==> src/rtl/piso_serializer.sv <==
// Parallel-in/serial-out stage: WIDTH-bit words over valid/ready become a gap-free
// one-bit-per-clock stream, with a one-word holding register for back-to-back input.
module piso_serializer #(
    parameter int unsigned WIDTH     = 8,
    parameter bit          MSB_FIRST = 1'b1,
    parameter bit          IDLE_BIT  = 1'b0
) (
    input  logic             clk,
    input  logic             rst,
    input  logic [WIDTH-1:0] in_data,
    input  logic             in_valid,
    output logic             in_ready,
    output logic             data_out,
    output logic             out_valid,
    output logic             busy,
    output logic [15:0]      word_cnt
);

    localparam int unsigned CW = (WIDTH > 2) ? $clog2(WIDTH) : 1;
    localparam logic [CW-1:0] LAST = CW'(WIDTH - 1);

    typedef enum logic {
        IDLE  = 1'b0,
        SHIFT = 1'b1
    } state_e;

    state_e           state_q, state_d;
    logic [WIDTH-1:0] shift_q, shift_d;
    logic [WIDTH-1:0] hold_q, hold_d;
    logic             hold_full_q, hold_full_d;
    logic [CW-1:0]    bit_cnt_q, bit_cnt_d;
    logic [15:0]      word_cnt_q, word_cnt_d;
    logic [WIDTH-1:0] shifted;
    logic             head;
    logic             xfer;

    generate
        if (MSB_FIRST) begin : g_msb
            assign head    = shift_q[WIDTH-1];
            assign shifted = {shift_q[WIDTH-2:0], 1'b0};
        end else begin : g_lsb
            assign head    = shift_q[0];
            assign shifted = {1'b0, shift_q[WIDTH-1:1]};
        end
    endgenerate

    assign in_ready  = !rst && !hold_full_q;
    assign xfer      = in_valid && in_ready;
    assign out_valid = (state_q == SHIFT);
    assign data_out  = (state_q == SHIFT) ? head : IDLE_BIT;
    assign busy      = (state_q == SHIFT) || hold_full_q;
    assign word_cnt  = word_cnt_q;

    always_comb begin
        state_d     = state_q;
        shift_d     = shift_q;
        hold_d      = hold_q;
        hold_full_d = hold_full_q;
        bit_cnt_d   = bit_cnt_q;
        word_cnt_d  = word_cnt_q;
        case (state_q)
            IDLE: begin
                if (xfer) begin
                    shift_d   = in_data;
                    bit_cnt_d = '0;
                    state_d   = SHIFT;
                end
            end
            SHIFT: begin
                if (bit_cnt_q != LAST) begin
                    shift_d   = shifted;
                    bit_cnt_d = bit_cnt_q + 1'b1;
                    if (xfer) begin
                        hold_d      = in_data;
                        hold_full_d = 1'b1;
                    end
                end else begin
                    // Last bit: reload from hold or a direct transfer so the next word follows with no gap.
                    word_cnt_d = word_cnt_q + 16'd1;
                    bit_cnt_d  = '0;
                    if (hold_full_q) begin
                        shift_d     = hold_q;
                        hold_full_d = 1'b0;
                    end else if (xfer) begin
                        shift_d = in_data;
                    end else begin
                        state_d = IDLE;
                    end
                end
            end
            default: state_d = IDLE;
        endcase
    end

    always_ff @(posedge clk) begin
        if (rst) begin
            state_q     <= IDLE;
            shift_q     <= '0;
            hold_q      <= '0;
            hold_full_q <= 1'b0;
            bit_cnt_q   <= '0;
            word_cnt_q  <= '0;
        end else begin
            state_q     <= state_d;
            shift_q     <= shift_d;
            hold_q      <= hold_d;
            hold_full_q <= hold_full_d;
            bit_cnt_q   <= bit_cnt_d;
            word_cnt_q  <= word_cnt_d;
        end
    end

endmodule

==> config.mk <==
export PLATFORM = sky130hd
export DESIGN_NAME = piso_serializer
export DESIGN_NICKNAME = d
export VERILOG_FILES = /design/src/rtl/piso_serializer.sv
export SDC_FILE = /design/constraint.sdc
export NUM_CORES = 1
export LEC_CHECK = 0
export CAP_MARGIN = 10
export CELL_PAD_IN_SITES_DETAIL_PLACEMENT = 0
export CELL_PAD_IN_SITES_GLOBAL_PLACEMENT = 1
export CORE_ASPECT_RATIO = 1.75
export CORE_MARGIN = 2
export CORE_UTILIZATION = 39
export DETAILED_ROUTE_END_ITERATION = 8
export GPL_TIMING_DRIVEN = 0
export PLACE_DENSITY_LB_ADDON = 0.1
export REMOVE_ABC_BUFFERS = 1
export SYNTH_ARGS = -nofsm -noshare
export SYNTH_HDL_FRONTEND = slang
export SYNTH_SLANG_ARGS = --single-unit
==> constraint.sdc <==
create_clock -name clk -period 1.7 [get_ports clk]
set_input_delay 0.34 -clock clk [delete_from_list [all_inputs] [get_ports clk]]
set_output_delay 0.34 -clock clk [all_outputs]
set_load 0.02 [all_outputs]
==> reports/metrics.cfg, run 1 <==
[synthesis]
yosysSeqAreaShare_pct=42.6
ys_ff_latch=37
synthTopCellsByCount=dfxtp_1 (37), nor2_1 (27), o21ai_0 (12), a21oi_1 (11), nand2_1 (11)
synth_top_area_share_pct=42.6
synth.area.top_cells=dfxtp_1 (43%), nor2_1 (5.8%), mux2i_1 (5.8%)
syn_avg_cell_area_um2=8.88
yosysWarningCount=0
post-synth-top-count-cell=dfxtp_1
synthCells=196
syn_area_um2=1740
synth-async-reset-ratio_pct=0
synth_ff_type=dfxtp_1
synth.distinct_cells=35
synth_edf_count=0
yosysTopAreaCell=dfxtp_1

[setup_path]
reg2reg_depth=7
critPathKind=reg -> out
crit_path_max_incr_delay_ns=0.41
worstPathRequired_ns=1.36
arrival_ns=1.32
crit_chain=or2_2 -> dlygate4sd2_1
start_kind=register
slowest_stage=dfxtp_4
cp-end-kind=primary output
crit_path_max_fanout=13

[detailed_routing]
antenna_left=0
viasPerCell=5.51
first_pass_iters=4
routed_wl_um=4120
drt-initial-drc-count=8
vias=1538
drc=0
routedWlPerCell_um=14.8

[cts]
clock_latency_ns=0.29
cts_root_buffer=clkbuf_8
cts_tree=done
hold_buffers=0
clk_pin_slew_ns=0.07
cts.sinks=37
ctsLongestPathBuffers=2
htree_levels=2
cts-buffers-inserted=5

[global_route]
grt_max_degree=24
grt_pass1_wl_um=7020
antenna_found_initial=0
track_usage_pct=19.1
grt-ovfl-total=0
grt_pass1_vias=1560

[floorplan]
dieArea_um2=5030
design.core.area_um2=4360
ios=31
die_w_um=54.5
start_util_pct=39.9
chipHeight_um=92.4
core.rowCount=32

[power_and_ir_drop]
p_int_mw=1.27
p_clk_share_pct=35.2
power_mw=1.73
combPwrFrac_pct=11.1
switching_power_mw=0.454
powerDensity_nw_per_um2=766
switching_share_pct=26.3
cellLeakagePower_nw=0.957
pwr-share-seq_pct=53.7
ir_drop_mv=0.598

[placed_design]
dp_hpwl_um=2700
dpl.cell_count=265
io_buffers=30
place_congestion=0.723

[layout]
nNetsFinal=241
final_cell_count_no_fill=279
area_growth_pct=29.6
fillCellCount=440
antennaDiodeCount=0
final_util_pct=51.7
drive_above_1_share_pct=15.8

[job]
cap_violations=0

[sta]
maxSlewViolCount=0
maxSlewHeadroom_pct=71.0
finalHoldViolations=0
setup_viol=0
min_period_over_period_pct=97.8
max_slew.worst_pin.slew_ns=0.436
skew_ns=0.00647
post-route-min-period_ns=1.66
fmax_mhz=601

[hold_path]
min_path_cells=2
hp-class=in -> reg

[run_status]
status=completed

[power groups by stage]
stage                     logic [mW]  clock network, mW  registers (mW)
after global placement         0.164                  0           0.953
final                          0.192              0.608           0.927
after global routing           0.212              0.659           0.933
after CTS                      0.194              0.623           0.929
after detailed placement       0.176                  0           0.955
after floorplan               0.0922                  0           0.943
[path summary, 6_finish.rpt]
kind | to | slack, ns | startpoint
hold reg to reg | word_cnt[15]$_SDFFE_PP0P_ | 0.49 | word_cnt[15]$_SDFFE_PP0P_
hold / removal | hold_q[7]$_SDFFE_PP0P_ | 0.42 | rst
setup reg to reg | word_cnt[12]$_SDFFE_PP0P_ | 0.10 | bit_cnt_q[0]$_SDFFE_PP0P_
setup / recovery | busy | 0.04 | hold_full_q$_SDFFE_PP0P_
[cell families after synthesis]
kind of cell | after synthesis | synth area share (%)
compound gates | 32 | 10.6
xor+xnor | 11 | 5.54
fa+ha+maj | 3 | 2.16
buf+inv | 18 | 4.46
flops | 37 | 42.6
mux | 15 | 8.99
simple gates | 80 | 25.7
[layer usage]
layer	track usage [%]	wire length (um)	vias to the layer above
li1	-	-	757
met1	20.0	1580	739
met2	34.6	2270	32
met3	3.87	159	10
met4	7.92	113	0
met5	0	0	-
[cell type report]
class	count	area (um2)	share of cell area [%]
well taps	51	63.8	2.83
flip-flops and latches	37	748	33.2
repair buffers	37	387	17.1
inverters	5	18.8	0.832
clock buffers	5	68.8	3.05
clock inverters	3	17.5	0.776
multi-input cells	141	952	42.2
[cell usage in the layout, fill, tap and decap left out, types with 2 or more instances in the layout]
master	synthesis	routed
a21oi_1	11	11
a221oi_1	3	3
a22oi_1	4	4
and4_4	2	3
buf_4	2	4
clkbuf_2	0	2
clkbuf_8	0	5
clkdlybuf4s50_1	0	12
clkinv_2	0	2
dfxtp_1	37	35
dfxtp_4	0	2
dlygate4sd2_1	0	7
dlymetal6s2s_1	0	9
ha_1	3	2
inv_1	5	5
mux2_2	4	4
mux2i_1	10	10
nand2_1	11	11
nand3_1	9	9
nand3b_1	5	5
nand4_1	7	7
nor2_1	27	27
nor3_1	3	3
nor4_2	2	2
o21ai_0	12	12
or3_1	4	4
xnor2_1	6	6
xor2_1	5	5
[per-stage QoR]
stage               hold slack [ns]  TNS [ns]  worst slack [ns]  instance area [um2]
finish                        0.424         0            0.0370                 2260
global route                  0.462  -0.00535          -0.00535                 2260
CTS                           0.432         0           0.00182                 2220
detailed placement            0.478    -26.48             -1.27                 2080
global placement              0.465    -40.03             -2.16                 2050
floorplan                     0.409     -2.78            -0.254                 1680
[state kept, by name, indices dropped and copies added (netlist names)]
name         cells
bit_cnt_q        3
hold_full_q      1
word_cnt        16
shift_q          8
hold_q           8
out_valid        1
[critical path, delay by kind of cell, from the launching register on]
| kind | cells | cell delay (ns) |
|---|---|---|
| and+or+nand+nor | 1 | 0.30 |
| buffers and inverters | 1 | 0.32 |
| DFF | 1 | 0.41 |
[repair_timing]
action,CTS,global route
buffers inserted,3,3
resized for setup,23,11
cloned,0,0
pin swaps,2,1
hold endpoints to repair,0,0
endpoints found under the setup margin,44,28
Note: power is estimated with default switching activity, not from simulation.
==> run 2: changes to the inputs <==
==> constraint.sdc (replaced) <==
create_clock -name clk -period 1.6 [get_ports clk]
set_input_delay 0.32 -clock clk [delete_from_list [all_inputs] [get_ports clk]]
set_output_delay 0.32 -clock clk [all_outputs]
set_load 0.02 [all_outputs]
==> reports/metrics.cfg, run 2 (synthesis results as in run 1) <==
[layout]
final_util_pct=53.2  ; +1.5 points
nNetsFinal=247  ; +2.5%
fillCellCount=436  ; -0.91%
post-route-cell-area_um2=2320  ; +3.0%
layout_commonest_cell=dfxtp_1
drive_above_1_share_pct=21.8  ; +6.0 points
antennaDiodeCount=0  ; unchanged
ff_latch_area_um2=753  ; +0.67%
final_cell_mix=dfxtp_1 (33), nor2_1 (27), dlygate4sd2_1 (17)
largest_reg_flops=16  ; unchanged
multiInputGateArea_um2=1000  ; +5.0%
area_growth_pct=33.5

[hold_path]
hp-start=rst
min_path_cells=2  ; unchanged
hp-class=in -> reg
whs_endpoint=hold_q[7]$_SDFFE_PP0P_

[setup_path]
rrSetupSlack_ns=0.08  ; -0.02 ns
worstPathRequired_ns=1.28  ; -0.08 ns
r2r_end=word_cnt[13]$_SDFFE_PP0P_
cp-end-kind=primary output
start_kind=register
critPathKind=reg -> out
arrival_ns=1.24  ; -0.08 ns
cp.buffers_inverters=1  ; unchanged
timing.rr.start=bit_cnt_q[0]$_SDFFE_PP0P_
crit_path_max_incr_delay_ns=0.37  ; -0.04 ns
reg2reg_depth=6  ; -1
path_delay_family=flip-flops
cp.depth=2  ; unchanged
slowest_stage=dfxtp_4
crit_path_max_fanout=5  ; -8
crit_chain=or2_2 -> clkdlybuf4s15_1

[global_route]
grtUsageMet1_pct=21.0  ; +1.0 points
grt.met3_usage_pct=3.87  ; unchanged
grt_pass1_vias=1611  ; +3.3%
track_usage_pct=20.1  ; +0.98 points
grt_pass1_wl_um=7380  ; +5.0%
grt_busiest_layer=met2
met2_usage_pct=36.5  ; +1.9 points
grt-ovfl-total=0  ; unchanged
antenna_found_initial=0  ; unchanged
grt_max_degree=24  ; unchanged

[power_and_ir_drop]
cellLeakagePower_nw=0.900  ; -6.0%
power_mw=1.88  ; +8.6%
powerDensity_nw_per_um2=808  ; +5.5%
ir_drop_mv=0.619  ; +3.5%

[sta]
layout_setup_ws_ns=0.0371  ; +0.0000695 ns
rsz0062_at_grt=true
max_slew.worst_pin.slew_ns=0.352  ; -0.0837 ns
skew_ns=0.00791  ; +0.00143 ns
setup_viol=0  ; unchanged
maxSlewViolCount=0  ; unchanged
finalHoldViolations=0  ; unchanged
min_period_over_period_pct=97.7
post-route-min-period_ns=1.56
tns_ns=0  ; unchanged
fmax_mhz=640
maxSlewHeadroom_pct=76.5  ; +5.6 points

[floorplan]
ios=31  ; unchanged
core.rowCount=32  ; unchanged
chipHeight_um=92.4  ; unchanged
start_util_pct=39.9  ; unchanged
design.core.area_um2=4360  ; unchanged
dieArea_um2=5030  ; unchanged
die_w_um=54.5  ; unchanged

[cts]
cts_tree=done
cts_root_buffer=clkbuf_8
htree_levels=2  ; unchanged
clock_latency_ns=0.29  ; about the same
cts.sinks=37  ; unchanged
clk_pin_slew_ns=0.07  ; about the same
ctsLongestPathBuffers=2  ; unchanged
cts-buffers-inserted=5  ; unchanged

[placed_design]
io_buffers=30  ; unchanged
place_area_um2=2080  ; unchanged
place_congestion=0.723  ; unchanged
dp_hpwl_um=2700  ; unchanged
pre_cts_slack_ns=-1.35  ; -0.0800 ns

[detailed_routing]
viasPerCell=5.50  ; -0.26%
antenna_left=0  ; unchanged
routedWlPerCell_um=14.9  ; +1.1%
drc=0  ; unchanged
routed_wl_um=4250  ; +3.2%
drt-initial-drc-count=23  ; +15
vias=1567  ; +1.9%
first_pass_iters=4  ; unchanged

[run_status]
status=completed

[job]
cap_violations=0  ; unchanged

## run 2: cell types whose count changed in the layout (fill, tap and decap cells not counted), moves of 2 or more
cell,delta
buf_4,+7
a22oi_2,+2
clkdlybuf4s15_1,+2
a22oi_1,-2
clkdlybuf4s50_1,-4
dfxtp_1,-2
dlymetal6s2s_1,-8
dlygate4sd2_1,+10
## run 2: power breakdown
| group | internal [mW] | total [mW] | switching (mW) |
|---|---|---|---|
| Clock | 0.301 | 0.647 | 0.346 |
| Sequential | 0.952 | 0.977 | 0.0246 |
| Combinational | 0.125 | 0.253 | 0.129 |
| Total | 1.38 | 1.88 | 0.500 |
## run 2: cell type report
| class | count | area share [%] |
|---|---|---|
| clock buffer | 5 | 2.96 |
| clock inverter | 3 | 0.754 |
| timing repair buffer | 43 | 17.3 |
| sequential | 37 | 32.4 |
| inverter | 5 | 0.808 |
| multi-input combinational | 141 | 43.0 |
| tap | 51 | 2.75 |
## run 2: worst register-to-register path, stage by stage (launching register included)
cell and delay [ns]:
dfxtp_4 0.37, ha_4 0.14, ha_4 0.18, and3_4 0.21, nand4_4 0.08, or3_1 0.32
a21oi_1 0.15
## run 2: worst max-delay path by stage
stage	start	to	slack, ns
finish	hold_full_q$_SDFFE_PP0P_	busy	0.04
CTS	hold_full_q$_SDFFE_PP0P_	busy	0.002
detailed placement	rst	shift_q[1]$_SDFF_PP0_	-1.35
floorplan	hold_full_q$_SDFFE_PP0P_	shift_q[1]$_SDFF_PP0_	-0.35
global route	bit_cnt_q[0]$_SDFFE_PP0P_	word_cnt[12]$_SDFFE_PP0P_	-0.008
global placement	rst	shift_q[3]$_SDFF_PP0_	-2.24
## run 2: per-layer routing
layer,part of all wire (%),up-vias
met4,2.7,0
met3,3.3,10
met1,38,759
met5,0,-
met2,56,32
li1,-,766
## run 2: stage by stage
step,hold slack [ns],std cells
3_3_place_gp,0.465,264
4_1_cts,0.412,283
6_report,0.407,285
3_5_place_dp,0.478,265
2_1_floorplan,0.389,183
5_1_grt,0.441,285
## run 2: repair_timing
item,4_1_cts,5_1_grt
resized for setup,39,14
hold buffers,0,0
setup buffers,10,2
gates cloned,0,0
setup endpoints to repair,55,22
pin swaps,3,1
==> run 3: changes to the inputs <==
--- a/config.mk
+++ b/config.mk
@@ -9,7 +9,7 @@
 export CELL_PAD_IN_SITES_DETAIL_PLACEMENT = 0
 export CELL_PAD_IN_SITES_GLOBAL_PLACEMENT = 1
 export CORE_ASPECT_RATIO = 1.75
-export CORE_MARGIN = 2
+export CORE_MARGIN = 3
 export CORE_UTILIZATION = 39
 export DETAILED_ROUTE_END_ITERATION = 8
 export GPL_TIMING_DRIVEN = 0
==> reports/metrics.cfg, run 3 (synthesis results as in run 1) <==
[floorplan]
chipHeight_um=94.4  ; +2.2%
dieArea_um2=5330  ; +5.9%
ios=31  ; unchanged
die_w_um=56.5  ; +3.7%
start_util_pct=41.2  ; +1.3 points
core.rowCount=31  ; -3.1%
design.core.area_um2=4230  ; -3.1%

[setup_path]
cp-end-kind=primary output
crit_path_max_fanout=15  ; +10
arrival_ns=1.23  ; about the same
start_kind=register
worstPathRequired_ns=1.28  ; about the same
slowest_stage=dfxtp_4
critPathKind=reg -> out
crit_path_max_incr_delay_ns=0.41  ; +0.04 ns
crit_chain=or2_2 -> clkdlybuf4s15_2

[placed_design]
place_congestion=0.745  ; +3.0%
dp_hpwl_um=2840  ; +5.4%
io_buffers=30  ; unchanged
place_area_um2=2080  ; -0.12%

[sta]
max_slew.worst_pin.slew_ns=0.318  ; -0.0343 ns
whs_ns=0.380  ; -0.0267 ns
skew_ns=0.00803  ; +0.000118 ns
post-route-min-period_ns=1.55  ; -0.0104 ns
rsz0062_at_grt=true
min_period_over_period_pct=97.0  ; -0.65 points
setup_viol=0  ; unchanged
maxSlewHeadroom_pct=78.7  ; +2.2 points
finalHoldViolations=0  ; unchanged
maxSlewViolCount=0  ; unchanged
fmax_mhz=644  ; +0.67%

[layout]
final_cell_mix=dfxtp_1 (33), nor2_1 (27), dlygate4sd2_1 (17)
layout_commonest_cell=dfxtp_1
drive_above_1_share_pct=19.7  ; -2.1 points
nNetsFinal=246  ; -0.40%
area_growth_pct=32.6
post-route-cell-area_um2=2310  ; -0.70%
largest_reg_flops=16  ; unchanged
fillCellCount=411  ; -5.7%
antennaDiodeCount=0  ; unchanged

[cts]
htree_levels=2  ; unchanged
clk_pin_slew_ns=0.07  ; about the same
cts-buffers-inserted=5  ; unchanged
hold_buffers=0  ; unchanged
cts.sinks=37  ; unchanged
cts_tree=done
clock_latency_ns=0.29  ; about the same
ctsLongestPathBuffers=2  ; unchanged
cts_root_buffer=clkbuf_8

[detailed_routing]
routedWlPerCell_um=16.0  ; +7.1%
vias=1577  ; +0.64%
drc=0  ; unchanged
routed_wl_um=4510  ; +5.9%
first_pass_iters=4  ; unchanged
viasPerCell=5.59  ; +1.7%
antenna_left=0  ; unchanged
drt-initial-drc-count=36  ; +57%

[power_and_ir_drop]
combPwrFrac_pct=12.6  ; -0.9 points
p_int_mw=1.38  ; +0.19%
switching_power_mw=0.468  ; -6.2%
switching_share_pct=25.3  ; -1.3 points
p_clk_share_pct=34.0  ; -0.5 points
cellLeakagePower_nw=0.906  ; +0.76%
pwr-share-seq_pct=53.4  ; +1.4 points
powerDensity_nw_per_um2=801  ; -0.83%
ir_drop_mv=0.738  ; +19%

[global_route]
grt-ovfl-total=0  ; unchanged
grt_pass1_wl_um=7330  ; -0.66%
grt_max_degree=28  ; +17%
grt_pass1_vias=1650  ; +2.4%
track_usage_pct=17.5  ; -2.6 points
antenna_found_initial=0  ; unchanged

[run_status]
status=completed

[job]
cap_violations=0  ; unchanged

[hold_path]
hp-class=in -> reg

## run 3: cell count changes in the layout (fill, tap and decap cells not counted), sizes merged
| cell | delta |
|---|---|
| buf | -1 |
| clkbuf | +3 |
| clkdlybuf4s15 | -1 |
| clkdlybuf4s50 | +1 |
| clkinv | -2 |
| clkinvlp | -1 |
## run 3: what timing repair did
action                                  in CTS  in global routing
endpoints found under the setup margin      54                 12
resized for setup                           41                 10
pin swaps                                    2                  1
setup buffers                                7                  4
## run 3: critical path, delay by kind of cell (launching register included)
family / cells / cell delay, ns
buffers and inverters: 1 / 0.25
DFF: 1 / 0.41
and+or+nand+nor: 1 / 0.28
## run 3: routing by layer
metal / wire length [um] / vias to the layer above / track usage, %
li1: - / 763 / -
met1: 1750 / 771 / 16.8
met2: 2480 / 33 / 34.1
met3: 164 / 10 / 3.69
met4: 109 / 0 / 8.51
met5: 0 / - / 0
## run 3: power by group through the flow
stage | sequential, mW | clock, mW | combinational [mW]
3_3_place_gp | 1.01 | 0 | 0.175
2_1_floorplan | 1.00 | 0 | 0.0979
6_report | 0.988 | 0.628 | 0.232
5_1_grt | 0.992 | 0.682 | 0.255
3_5_place_dp | 1.02 | 0 | 0.190
4_1_cts | 0.990 | 0.645 | 0.214
## run 3: path summary, 6_finish.rpt
kind / slack [ns] / depth (start not counted) / to / startpoint
worst max-delay path: 0.05 / 2 / busy / out_valid$_SDFF_PP0_
worst min-delay path: 0.38 / 2 / word_cnt[9]$_SDFFE_PP0P_ / rst
worst max register to register: 0.06 / 5 / word_cnt[6]$_SDFFE_PP0P_ / bit_cnt_q[0]$_SDFFE_PP0P_
worst min register to register: 0.49 / 2 / shift_q[0]$_SDFF_PP0_ / hold_q[0]$_SDFFE_PP0P_
## run 3: metrics by stage
stage / setup slack [ns] / util [%] / power, mW / instances / TNS, ns
floorplan: -0.354 / - / 1.10 / 183 / -5.62
global placement: -2.25 / 48.3 / 1.19 / 262 / -43.13
detailed placement: -1.25 / 49.1 / 1.21 / 263 / -28.37
CTS: 0.00911 / 53.0 / 1.85 / 278 / 0
global route: -0.0220 / 54.6 / 1.93 / 282 / -0.0772
finish: 0.0474 / 54.6 / 1.85 / 282 / 0
## run 3: area by class of cell
cell class / count / area [um2] / share of cell area (%)
clock buffer: 8 / 80.1 / 3.47
inverter: 5 / 21.3 / 0.922
multi-input combinational: 141 / 998 / 43.3
sequential: 37 / 751 / 32.5
tap: 49 / 61.3 / 2.66
timing repair buffer: 42 / 395 / 17.1
